## src/rtl/instr_pkg.sv

```systemverilog
// Shared encodings for the instruction encoder: format codes, field positions
// and the load-controller state encoding.
package instr_pkg;

   typedef enum logic [1:0] {
      FMT_R   = 2'd0,
      FMT_I   = 2'd1,
      FMT_JI  = 2'd2,
      FMT_JII = 2'd3
   } fmt_e;

   localparam int OPC_LSB   = 27;
   localparam int RD_LSB    = 22;
   localparam int RS_LSB    = 17;
   localparam int RT_LSB    = 12;
   localparam int SHAMT_LSB = 7;
   localparam int ALUOP_LSB = 2;

   localparam int IMM_W = 17;
   localparam int TGT_W = 27;

   typedef enum logic [1:0] {
      ST_IDLE  = 2'd0,
      ST_LOAD  = 2'd1,
      ST_DRAIN = 2'd2,
      ST_DONE  = 2'd3
   } state_e;

endpackage

```

## src/rtl/instr_encoder_fifo.sv

```systemverilog
// Synchronous FIFO that buffers packed words between the host and imem.
// The flush input empties it in one cycle; the storage array itself is not reset.
module sync_fifo #(
   parameter int WIDTH = 32,
   parameter int DEPTH = 8
) (
   input  logic             clock,
   input  logic             reset_n,
   input  logic             flush,
   input  logic             push,
   input  logic             pop,
   input  logic [WIDTH-1:0] wdata,
   output logic [WIDTH-1:0] rdata,
   output logic             full,
   output logic             empty
);

   localparam int AW = $clog2(DEPTH);

   logic [WIDTH-1:0] mem [DEPTH];
   // The pointers carry one extra wrap bit so that full and empty can be told apart.
   logic [AW:0]      wr_ptr_r;
   logic [AW:0]      rd_ptr_r;

   assign empty = (wr_ptr_r == rd_ptr_r);
   assign full  = (wr_ptr_r[AW] != rd_ptr_r[AW]) && (wr_ptr_r[AW-1:0] == rd_ptr_r[AW-1:0]);
   assign rdata = mem[rd_ptr_r[AW-1:0]];

   always_ff @(posedge clock) begin
      if (!reset_n) begin
         wr_ptr_r <= '0;
         rd_ptr_r <= '0;
      end else if (flush) begin
         wr_ptr_r <= '0;
         rd_ptr_r <= '0;
      end else begin
         if (push) begin
            wr_ptr_r <= wr_ptr_r + (AW+1)'(1);
         end
         if (pop) begin
            rd_ptr_r <= rd_ptr_r + (AW+1)'(1);
         end
      end
   end

   always_ff @(posedge clock) begin
      if (push) begin
         mem[wr_ptr_r[AW-1:0]] <= wdata;
      end
   end

endmodule

```

## src/rtl/instr_encoder.sv

```systemverilog
// Packs per-field instruction descriptions into 32-bit words and streams them to imem.
// Optional immediate range checking is enabled by defining INSTR_ENC_IMM_CHECK_EN.
module instr_encoder
   import instr_pkg::*;
#(
   parameter int                DEPTH     = 8,
   parameter int                ADDR_W    = 12,
   parameter logic [ADDR_W-1:0] BASE_ADDR = '0
) (
   input  logic              clock,
   input  logic              reset_n,
   input  logic              prog_start,
   input  logic              prog_end,
   input  logic              in_valid,
   output logic              in_ready,
   input  logic [1:0]        in_fmt,
   input  logic [4:0]        in_opcode,
   input  logic [4:0]        in_rd,
   input  logic [4:0]        in_rs,
   input  logic [4:0]        in_rt,
   input  logic [4:0]        in_shamt,
   input  logic [4:0]        in_alu_op,
   input  logic [31:0]       in_imm,
   input  logic [26:0]       in_target,
   input  logic              imem_stall,
   output logic              imem_wren,
   output logic [ADDR_W-1:0] imem_addr,
   output logic [31:0]       imem_data,
   output logic              done,
   output logic              addr_ovf,
   output logic              err,
   output logic [ADDR_W:0]   count
);

   state_e            state_r;
   logic [ADDR_W-1:0] addr_r;
   logic [ADDR_W:0]   count_r;
   logic              addr_ovf_r;
   logic              done_r;
   logic              imem_wren_r;
   logic [ADDR_W-1:0] imem_addr_r;
   logic [31:0]       imem_data_r;

   logic              accept;
   logic              imm_bad;
   logic              push;
   logic              pop;
   logic              flush;
   logic              full;
   logic              empty;
   logic [31:0]       packed_word;
   logic [31:0]       fifo_rdata;

   function automatic logic [31:0] pack_word(
      input logic [1:0]       fmt,
      input logic [4:0]       opc,
      input logic [4:0]       rd,
      input logic [4:0]       rs,
      input logic [4:0]       rt,
      input logic [4:0]       shamt,
      input logic [4:0]       alu_op,
      input logic [IMM_W-1:0] imm,
      input logic [TGT_W-1:0] tgt
   );
      logic [31:0] w;
      w = 32'd0;
      w[OPC_LSB +: 5] = opc;
      case (fmt_e'(fmt))
         FMT_R: begin
            w[RD_LSB +: 5]    = rd;
            w[RS_LSB +: 5]    = rs;
            w[RT_LSB +: 5]    = rt;
            w[SHAMT_LSB +: 5] = shamt;
            w[ALUOP_LSB +: 5] = alu_op;
         end
         FMT_I: begin
            w[RD_LSB +: 5]  = rd;
            w[RS_LSB +: 5]  = rs;
            w[IMM_W-1:0]    = imm;
         end
         FMT_JI: begin
            w[TGT_W-1:0] = tgt;
         end
         FMT_JII: begin
            w[RD_LSB +: 5] = rd;
         end
         default: begin
            w = 32'd0;
         end
      endcase
      return w;
   endfunction

   assign packed_word = pack_word(in_fmt, in_opcode, in_rd, in_rs, in_rt, in_shamt,
                                  in_alu_op, in_imm[IMM_W-1:0], in_target);

   assign in_ready = (state_r == ST_LOAD) & ~full & ~addr_ovf_r;
   assign accept   = in_valid & in_ready;
   assign push     = accept & ~imm_bad;
   // Once the address space is exhausted the remaining buffered words are dropped.
   assign flush    = prog_start | addr_ovf_r;
   assign pop      = ~empty & ~imem_stall & ~addr_ovf_r & ~prog_start;

`ifdef INSTR_ENC_IMM_CHECK_EN
   logic err_r;

   // An I-type immediate fits in 17 signed bits when bits [31:16] are a pure sign extension.
   assign imm_bad = (in_fmt == 2'(FMT_I)) &&
                    !((in_imm[31:16] == 16'h0000) || (in_imm[31:16] == 16'hFFFF));

   always_ff @(posedge clock) begin
      if (!reset_n) begin
         err_r <= 1'b0;
      end else if (prog_start) begin
         err_r <= 1'b0;
      end else if (accept && imm_bad) begin
         err_r <= 1'b1;
      end
   end

   assign err = err_r;
`else
   logic unused_imm;

   assign imm_bad    = 1'b0;
   assign unused_imm = ^in_imm[31:IMM_W];
   assign err        = 1'b0;
`endif

   sync_fifo #(
      .WIDTH (32),
      .DEPTH (DEPTH)
   ) u_fifo (
      .clock   (clock),
      .reset_n (reset_n),
      .flush   (flush),
      .push    (push),
      .pop     (pop),
      .wdata   (packed_word),
      .rdata   (fifo_rdata),
      .full    (full),
      .empty   (empty)
   );

   always_ff @(posedge clock) begin
      if (!reset_n) begin
         state_r     <= ST_IDLE;
         addr_r      <= '0;
         count_r     <= '0;
         addr_ovf_r  <= 1'b0;
         done_r      <= 1'b0;
         imem_wren_r <= 1'b0;
         imem_addr_r <= '0;
         imem_data_r <= 32'd0;
      end else begin
         imem_wren_r <= 1'b0;
         done_r      <= 1'b0;
         if (prog_start) begin
            state_r    <= ST_LOAD;
            addr_r     <= BASE_ADDR;
            count_r    <= '0;
            addr_ovf_r <= 1'b0;
         end else begin
            if (pop) begin
               imem_wren_r <= 1'b1;
               imem_addr_r <= addr_r;
               imem_data_r <= fifo_rdata;
               count_r     <= count_r + (ADDR_W+1)'(1);
               // The last address is written once; the counter parks there instead of wrapping.
               if (addr_r == {ADDR_W{1'b1}}) begin
                  addr_ovf_r <= 1'b1;
               end else begin
                  addr_r <= addr_r + ADDR_W'(1);
               end
            end
            case (state_r)
               ST_IDLE: begin
                  state_r <= ST_IDLE;
               end
               ST_LOAD: begin
                  if (prog_end) begin
                     state_r <= ST_DRAIN;
                  end
               end
               ST_DRAIN: begin
                  if (empty && !imem_wren_r) begin
                     state_r <= ST_DONE;
                     done_r  <= 1'b1;
                  end
               end
               ST_DONE: begin
                  state_r <= ST_IDLE;
               end
               default: begin
                  state_r <= ST_IDLE;
               end
            endcase
         end
      end
   end

   assign imem_wren = imem_wren_r;
   assign imem_addr = imem_addr_r;
   assign imem_data = imem_data_r;
   assign done      = done_r;
   assign addr_ovf  = addr_ovf_r;
   assign count     = count_r;

endmodule

```

## config.mk

```make
export PLATFORM = sky130hd
export DESIGN_NAME = instr_encoder
export DESIGN_NICKNAME = d
export VERILOG_FILES = /design/src/rtl/instr_pkg.sv /design/src/rtl/instr_encoder_fifo.sv /design/src/rtl/instr_encoder.sv
export SDC_FILE = /design/constraint.sdc
export NUM_CORES = 1
export LEC_CHECK = 0
export CELL_PAD_IN_SITES_DETAIL_PLACEMENT = 1
export CELL_PAD_IN_SITES_GLOBAL_PLACEMENT = 2
export CORE_MARGIN = 3
export CORE_UTILIZATION = 37
export DETAILED_ROUTE_END_ITERATION = 6
export PLACE_DENSITY = 0.74
export SLEW_MARGIN = 40
export SYNTH_ARGS = -nofsm -noshare
export SYNTH_HDL_FRONTEND = slang
export SYNTH_SLANG_ARGS = --single-unit
```

## constraint.sdc

```tcl
create_clock -name clock -period 5.05 [get_ports clock]
set_input_delay 1.01 -clock clock [delete_from_list [all_inputs] [get_ports clock]]
set_output_delay 1.01 -clock clock [all_outputs]
set_load 0.01 [all_outputs]
```

==> metrics.csv, run 1 <==
metric,value,unit
status,"complete, no violations",
initial_core_util,37.7,%
firstDrtPassIters,6,
dp_slack,1.46,ns
grt_pass1_wl,48200,um
holdWs,0.464,ns
avgSynthCellArea,16.3,um2
routed_wl,31400,um
route.met2.wl,14700,um
crit_required,4.04,ns
p_leak,5.65,nW
cts-resized-gates,0,
finalMaxSlewViolations,0,
htreeDepth,2,
cp_max_fo,29,
maxCapViolations,0,
clkTransAtPathRegs,0.06,ns
period_share,70.6,%
die_h,197,um
grt_max_degree,67,
finalCriticalPeriod,3.56,ns
post-route-util,46.8,%
r2r-start,u_fifo.rd_ptr_r[0],
synth_top_area_cell,edfxtp_1,
drtIter0Drc,554,
power_per_cell_area,355,nW/um2
drc,0,
rsz0062_at_grt,no,
ys.warnings.count,0,
ys_seq_elements,338,
antenna_found_initial,0,
row_count,69,
relSlewSlack,47.0,%
top_layer_used,met4,
syn2layout_area_growth,24.1,%
synth_edf_count,256,
cp-end-kind,output pin,
cts_tree,built,
min_path_type,reg -> reg,
dr_wl_met3,1770,um
layout-drive-gt1-share,16.5,%
postRouteAntennaNets,0,
final_common_cell,edfxtp_1,
die_x,197,um
grt_overflow,0,
dp.cells,1395,
viasPerCell,5.29,
clock_sinks,338,
synth.distinct_cells,46,
syn-cell-area,13500,um2
tightest_slew,0.788,ns
hold_violations,0,
nets,1083,
place.gp.congestion,0.722,
crit_arrival,2.55,ns
setup-tns-final,0,ns
syn-num-nets,936,
crit_start,u_fifo.rd_ptr_r[0],
peakVddDrop,0.246,mV
diodes,0,
clk_latency,0.53,ns
worstSetupStartpointType,register,
setup_violations,0,
ys_top_cells_by_area,"edfxtp_1, dfxtp_1, mux4_2, mux2i_1, o211a_1",
die_area,38800,um2
drt-met1-wl,14500,um
wire_per_inst,21.5,um
fin_cells,1464,
core_area,35700,um2
synth_top_area_share,57.0,%
port_buffers,142,
dp_hpwl,18800,um
finClkSkew,0.0129,ns
track_usage,16.1,%
grt_pass1_vias,8188,
setup.worst_path.class,reg -> out,
ys.flop_type,edfxtp_1,
worstHoldStart,imem_addr[5],
yosysSeqAreaShare,69.2,%
cts_buffers,38,
ys_async_sr_fraction,0,%
final_cell_mix,"edfxtp_1, clkdlybuf4s50_1, dfxtp_1, nand2_1, mux4_2",
postSynthCellCount,827,
pin_count,159,
ctsHoldBuffers,0,
cts-root-buf,clkbuf_16,
vias,7746,
clockBufferDepth,3,
postCtsSetupRepairBufs,0,
clock.fmax,0.281,GHz
setup_ws,1.49,ns
==> metal layers <==
metal / up-vias / track usage [%]
met2: 209 / 26.9
met3: 40 / 3.25
met5: - / 0
met1: 3969 / 22.1
li1: 3528 / -
met4: 0 / 3.35
==> registers in the layout (all words and copies together), names as in the netlist <==
| register | cells |
|---|---|
| state_r | 2 |
| imem_data | 32 |
| imem_wren | 1 |
| addr_ovf | 1 |
| imem_addr | 12 |
| addr_r | 12 |
| count | 13 |
| u_fifo.rd_ptr_r | 4 |
| u_fifo.mem | 256 |
| done | 1 |
| u_fifo.wr_ptr_r | 4 |
==> cells in the mapped netlist (7+ instances only) <==
cell	n
edfxtp_1	256
dfxtp_1	82
nand2_1	75
mux4_2	64
nor2_1	58
mux2i_1	35
clkbuf_1	34
o211a_1	32
xnor2_1	19
a222oi_1	15
nand3_1	15
a21boi_0	12
ha_1	12
nor4_1	12
buf_2	11
nor3_1	9
inv_1	8
a21oi_1	7
a22oi_1	7
buf_1	7
xor2_1	7
==> cells by family (layout without fill, tap and decap cells) <==
family                     Yosys count  in the layout  share of synthesized area, %
DFF                                338            338                          69.2
and+or+nand+nor                    196            196                          6.66
muxes                              104            104                          13.7
AOI/OAI and AO/OA                   86             86                          5.54
buffers and inverters               62            238                          1.88
xor gates and xnor gates            28             28                          1.93
adders and majority gates           12             12                          1.11
other                                1              1                        0.0278
==> power breakdown <==
part	leakage [nW]	internal (mW)	switching [mW]
combinational	2.04	0.109	0.128
clock	0.602	1.57	1.10
sequential	3.00	3.02	0.00779
total	5.65	4.70	1.24
==> path summary, 6_finish.rpt <==
| path | endpoint | slack [ns] | depth (start not counted) |
|---|---|---|---|
| worst min register to register | imem_addr[5] | 0.46 | 2 |
| worst max-delay path | in_ready | 1.49 | 3 |
| worst min-delay path | imem_addr[5] | 0.46 | 2 |
| worst max register to register | u_fifo.mem[7][14] | 2.10 | 5 |
==> critical path: stages (launching register included) <==
cell	delay, ns
dfxtp_4	0.75
xor2_2	0.20
o41a_1	0.53
clkdlybuf4s50_1	0.56
==> stage by stage <==
stage               total power, mW  instance area (um2)
finish                         5.94                16700
CTS                            6.01                16700
detailed placement             3.33                15500
floorplan                      3.20                13500
global placement               3.32                15500
global route                   6.15                16700
==> area by class of cell <==
cell class | instances | area (um2)
Fill cell | 3510 | 19000
Multi-Input combinational cell | 427 | 3960
Inverter | 8 | 30.0
Clock buffer | 53 | 1090
Timing Repair Buffer | 161 | 1610
Clock inverter | 16 | 140
Tap cell | 461 | 577
Sequential cell | 338 | 9340
Power figures use the tool's default switching activity.
==> run 2, diff against run 1 <==
--- a/config.mk
+++ b/config.mk
@@ -8,9 +8,9 @@
 export CELL_PAD_IN_SITES_DETAIL_PLACEMENT = 1
 export CELL_PAD_IN_SITES_GLOBAL_PLACEMENT = 2
 export CORE_MARGIN = 3
-export CORE_UTILIZATION = 37
+export CORE_UTILIZATION = 41
 export DETAILED_ROUTE_END_ITERATION = 6
-export PLACE_DENSITY = 0.74
+export PLACE_DENSITY = 0.78
 export SLEW_MARGIN = 40
 export SYNTH_ARGS = -nofsm -noshare
 export SYNTH_HDL_FRONTEND = slang
==> constraint.sdc (replaced) <==
create_clock -name clock -period 3.5 [get_ports clock]
set_input_delay 0.7 -clock clock [delete_from_list [all_inputs] [get_ports clock]]
set_output_delay 0.7 -clock clock [all_outputs]
set_load 0.01 [all_outputs]
==> metrics.csv, run 2 (synthesized netlist as in run 1, its figures left out) <==
metric,value,unit
path_cells,xor2_1 > o41a_1 > clkdlybuf4s50_1,
routed_wl,31000,um
relSlewSlack,47.7,%
final_common_cell,edfxtp_1,
setup.worst_path.class,reg -> out,
hold_path_depth,1,
status,"complete, no violations",
drtIter0Drc,523,
grt_pass1_vias,8297,
reg2reg_slack,0.89,ns
worstHoldStart,imem_wren,
p_leak,5.64,nW
holdWs,0.449,ns
min_to,done,
pin_count,159,
postRouteAntennaNets,0,
finalMaxSlewViolations,0,
row_count,65,
grt_max_degree,68,
fin_cells,1440,
hold_violations,0,
grt_pass1_wl,48500,um
clkTransAtPathRegs,0.05,ns
core_area,32000,um2
diodes,0,
place.gp.congestion,0.709,
cp_max_fo,7,
cts_tree,built,
ctsHoldBuffers,0,
viasPerCell,5.40,
die_x,187,um
r2r-start,u_fifo.wr_ptr_r[2],
finClkSkew,0.0280,ns
initial_core_util,42.2,%
rsz0062_at_grt,no,
vias,7781,
worstSetupStartpointType,register,
power_per_cell_area,502,nW/um2
clockBufferDepth,3,
reg2regPathDepth,5,
place_area,15500,um2
port_buffers,142,
maxCapViolations,0,
min_path_type,reg -> reg,
cts_buffers,37,
die_h,187,um
htreeDepth,2,
cpPeakStageDelay,0.62,ns
crit_arrival,2.32,ns
die_area,35100,um2
total_power,8.38,mW
dp_hpwl,18600,um
crit_required,2.80,ns
regToRegEndpoint,u_fifo.mem[0][5],
syn2layout_area_growth,23.7,%
firstDrtPassIters,5,
fin_area,16700,um2
nets,1088,
finalCriticalPeriod,3.02,ns
final_cell_mix,"edfxtp_1, clkdlybuf4s50_1, dfxtp_1, nand2_1, mux4_2",
layout-drive-gt1-share,16.2,%
antenna_found_initial,0,
wire_per_inst,21.5,um
setup_violations,0,
cp-end-kind,output pin,
drc,0,
grt_overflow,0,
post-route-util,52.2,%
largest_reg_flops,256,
dp.cells,1375,
period_share,86.1,%
cts-resized-gates,0,
cts-root-buf,clkbuf_16,
worst_path_max_delay_cell,clkdlybuf4s50_1,
clk_latency,0.52,ns
peakVddDrop,0.277,mV
clock.fmax,0.332,GHz
clock_sinks,338,
postCtsSetupRepairBufs,0,
track_usage,17.7,%
tightest_slew,0.784,ns
-- run 2: worst max-delay path by stage --
stage               cells after the start           endpoint  slack, ns                from
floorplan                               5   u_fifo.mem[2][0]      -0.48  u_fifo.rd_ptr_r[1]
global placement                        5   u_fifo.mem[0][5]       0.43           in_fmt[0]
detailed placement                      6  u_fifo.mem[0][17]       0.37           in_fmt[0]
CTS                                     3           in_ready       0.44  u_fifo.wr_ptr_r[0]
global route                            3           in_ready       0.38  u_fifo.wr_ptr_r[0]
finish                                  3           in_ready       0.48  u_fifo.wr_ptr_r[2]
-- run 2: where the power goes --
group	switching, mW	total [mW]	internal [mW]
Combinational	0.188	0.350	0.162
Clock	1.49	3.66	2.17
Sequential	0.0109	4.37	4.36
-- run 2: metrics by stage --
stage | setup WS (ns) | setup TNS, ns
floorplan | -0.478 | -57.32
global placement | 0.429 | 0
detailed placement | 0.368 | 0
CTS | 0.445 | 0
global route | 0.382 | 0
finish | 0.485 | 0
-- run 2: final cells by class --
cell class	instances	area (um2)
timing repair buffer	167	1670
clock buffer	52	1010
fill	3023	15300
clock inverter	13	125
tap	435	544
inverter	8	30.0
sequential	338	9340
multi-input combinational	427	3970
-- run 2: critical path, delay by kind of cell (launching register included) --
kind | cells | cell delay [ns]
buffers and inverters | 1 | 0.62
DFF | 1 | 0.57
AOI/OAI and AO/OA | 1 | 0.28
xor gates and xnor gates | 1 | 0.35
-- run 2: routing by layer --
| metal | track usage (%) | routed length (um) |
|---|---|---|
| met5 | 0 | 0 |
| met4 | 4.39 | 599 |
| met3 | 3.28 | 1770 |
| met1 | 23.5 | 13500 |
| met2 | 30.2 | 15200 |
==> edit: new RTL, flow settings as in run 1 <==
Register the input `in_target` before use, with the module's reset. The logic sees it one clock later. The other inputs are not delayed to match.
--- a/src/rtl/instr_encoder.sv
+++ b/src/rtl/instr_encoder.sv
@@ -32,6 +32,16 @@
    output logic [ADDR_W:0]   count
 );
 
+   logic [26:0] in_target_q;
+
+   always_ff @(posedge clock) begin
+      if (!reset_n) begin
+         in_target_q <= '0;
+      end else begin
+         in_target_q <= in_target;
+      end
+   end
+
    state_e            state_r;
    logic [ADDR_W-1:0] addr_r;
    logic [ADDR_W:0]   count_r;
@@ -92,7 +102,7 @@
    endfunction
 
    assign packed_word = pack_word(in_fmt, in_opcode, in_rd, in_rs, in_rt, in_shamt,
-                                  in_alu_op, in_imm[IMM_W-1:0], in_target);
+                                  in_alu_op, in_imm[IMM_W-1:0], in_target_q);
 
    assign in_ready = (state_r == ST_LOAD) & ~full & ~addr_ovf_r;
    assign accept   = in_valid & in_ready;
Behaviour: not the same (Yosys sat finds a counterexample within 4 cycles, from zero or initial values and one cycle with reset_n low).
==> edit against run 1 <==
  * Power up 8.2%
  * Synthesized area is 6.7% higher
  * Setup slack better by 100 ps
  * Routed wire length is 4.4% higher
  * Via count grew 2.8%
  * Final area rose by 6.1%
  * Sequential share of layout area is 0.13 points lower
  * Critical path type unchanged
  * Critical endpoint unchanged
  * Sequential cell count is 27 higher
==> edit: results (changes against run 1) <==
| Metric | Value |
|---|---|
| Multi-In Gates | 447 (+4.7%) |
| Slowest-stage cell, CP | clkdlybuf4s50_1 |
| Detail Route met3 WL | 1.40 mm (-21%) |
| DR vias | 7966 (+2.8%) |
| Status | finished clean |
| Synth top area cells | edfxtp_1 53%, dfxtp_1 15%, mux4_2 10% |
| Static Leak | 6.04 nW (+6.9%) |
| Register area share after synthesis | 68.6% (-0.57 points) |
| Vias in the first global route | 8527 (+4.1%) |
| WL met1 | 14.7 mm (+1.8%) |
| Yosys cell types | 52 (+13%) |
| Crit-path leading delay family | buffers and inverters |
| Synth Area in XOR/XNOR | 1.94% (+0.0098 points) |
| Fill cell count | 3766 (+7.3%) |
| Post-DP Area | 0.0164 sq mm (+5.9%) |
| Register area | 0.00988 sq mm (+5.8%) |
| ClkCell Share | 7.50% (+0.16 points) |
| Max FO, Critical Path | 8 (-72%) |
| Nonclk buf count | 165 (+2.5%) |
| Worst-Skew Late Latency | 550 ps (+20 ps) |
| Multiplexer share of the synthesized area | 12.8% (-0.86 points) |
| Final Wtd Congestion | 0.704 (-2.4%) |
| DR iter-0 viols | 482 (-13%) |
| Largest stage delay, worst path | 640 ps (-110 ps) |
| Routed wire length | 32.8 mm (+4.4%) |
| Relative slew slack | 48.0% (+0.98 points) |
| Total GRT Usage | 15.9% (-0.19 points) |
| Flop pwr share | 50.6% (-0.4 points) |
| Number of synthesized register bits | 365 (+8.0%) |
| Setup Skew | 17.0 ps (+4.06 ps) |
| Share of cells above drive strength 1 | 17.8% (+1.3 points) |
| Met2 wire length | 16.1 mm (+9.5%) |
| Nets | 1137 (+5.0%) |
| Peak VDD IR | 0.219 mV (-11%) |
| Syn nets | 984 (+5.1%) |
| Clock power frac | 45.5% (+0.5 points) |
## edit: path summary, 6_finish.rpt
kind	startpoint	endpoint	slack, ps	depth (start not counted)
setup / recovery	u_fifo.wr_ptr_r[0]$_SDFFE_PP0P_	in_ready	1590	3
hold / removal	imem_addr[9]$_SDFFE_PN0P_	imem_addr[9]$_SDFFE_PN0P_	450	2
setup reg to reg	u_fifo.wr_ptr_r[0]$_SDFFE_PP0P_	u_fifo.mem[6][24]$_DFFE_PP_	2100	5
hold reg to reg	imem_addr[9]$_SDFFE_PN0P_	imem_addr[9]$_SDFFE_PN0P_	450	2
## edit: stage by stage
stage	cells	power [mW]
after floorplan	875	3.44
after global placement	1497	3.56
after detailed placement	1497	3.57
after CTS	1569	6.51
after global routing	1569	6.66
final	1569	6.43
## edit: layer usage
layer / track usage (%) / vias to the layer above
met1: 21.3 / 4122
li1: - / 3664
met5: 0 / -
met2: 26.9 / 140
met4: 3.83 / 0
met3: 3.24 / 40
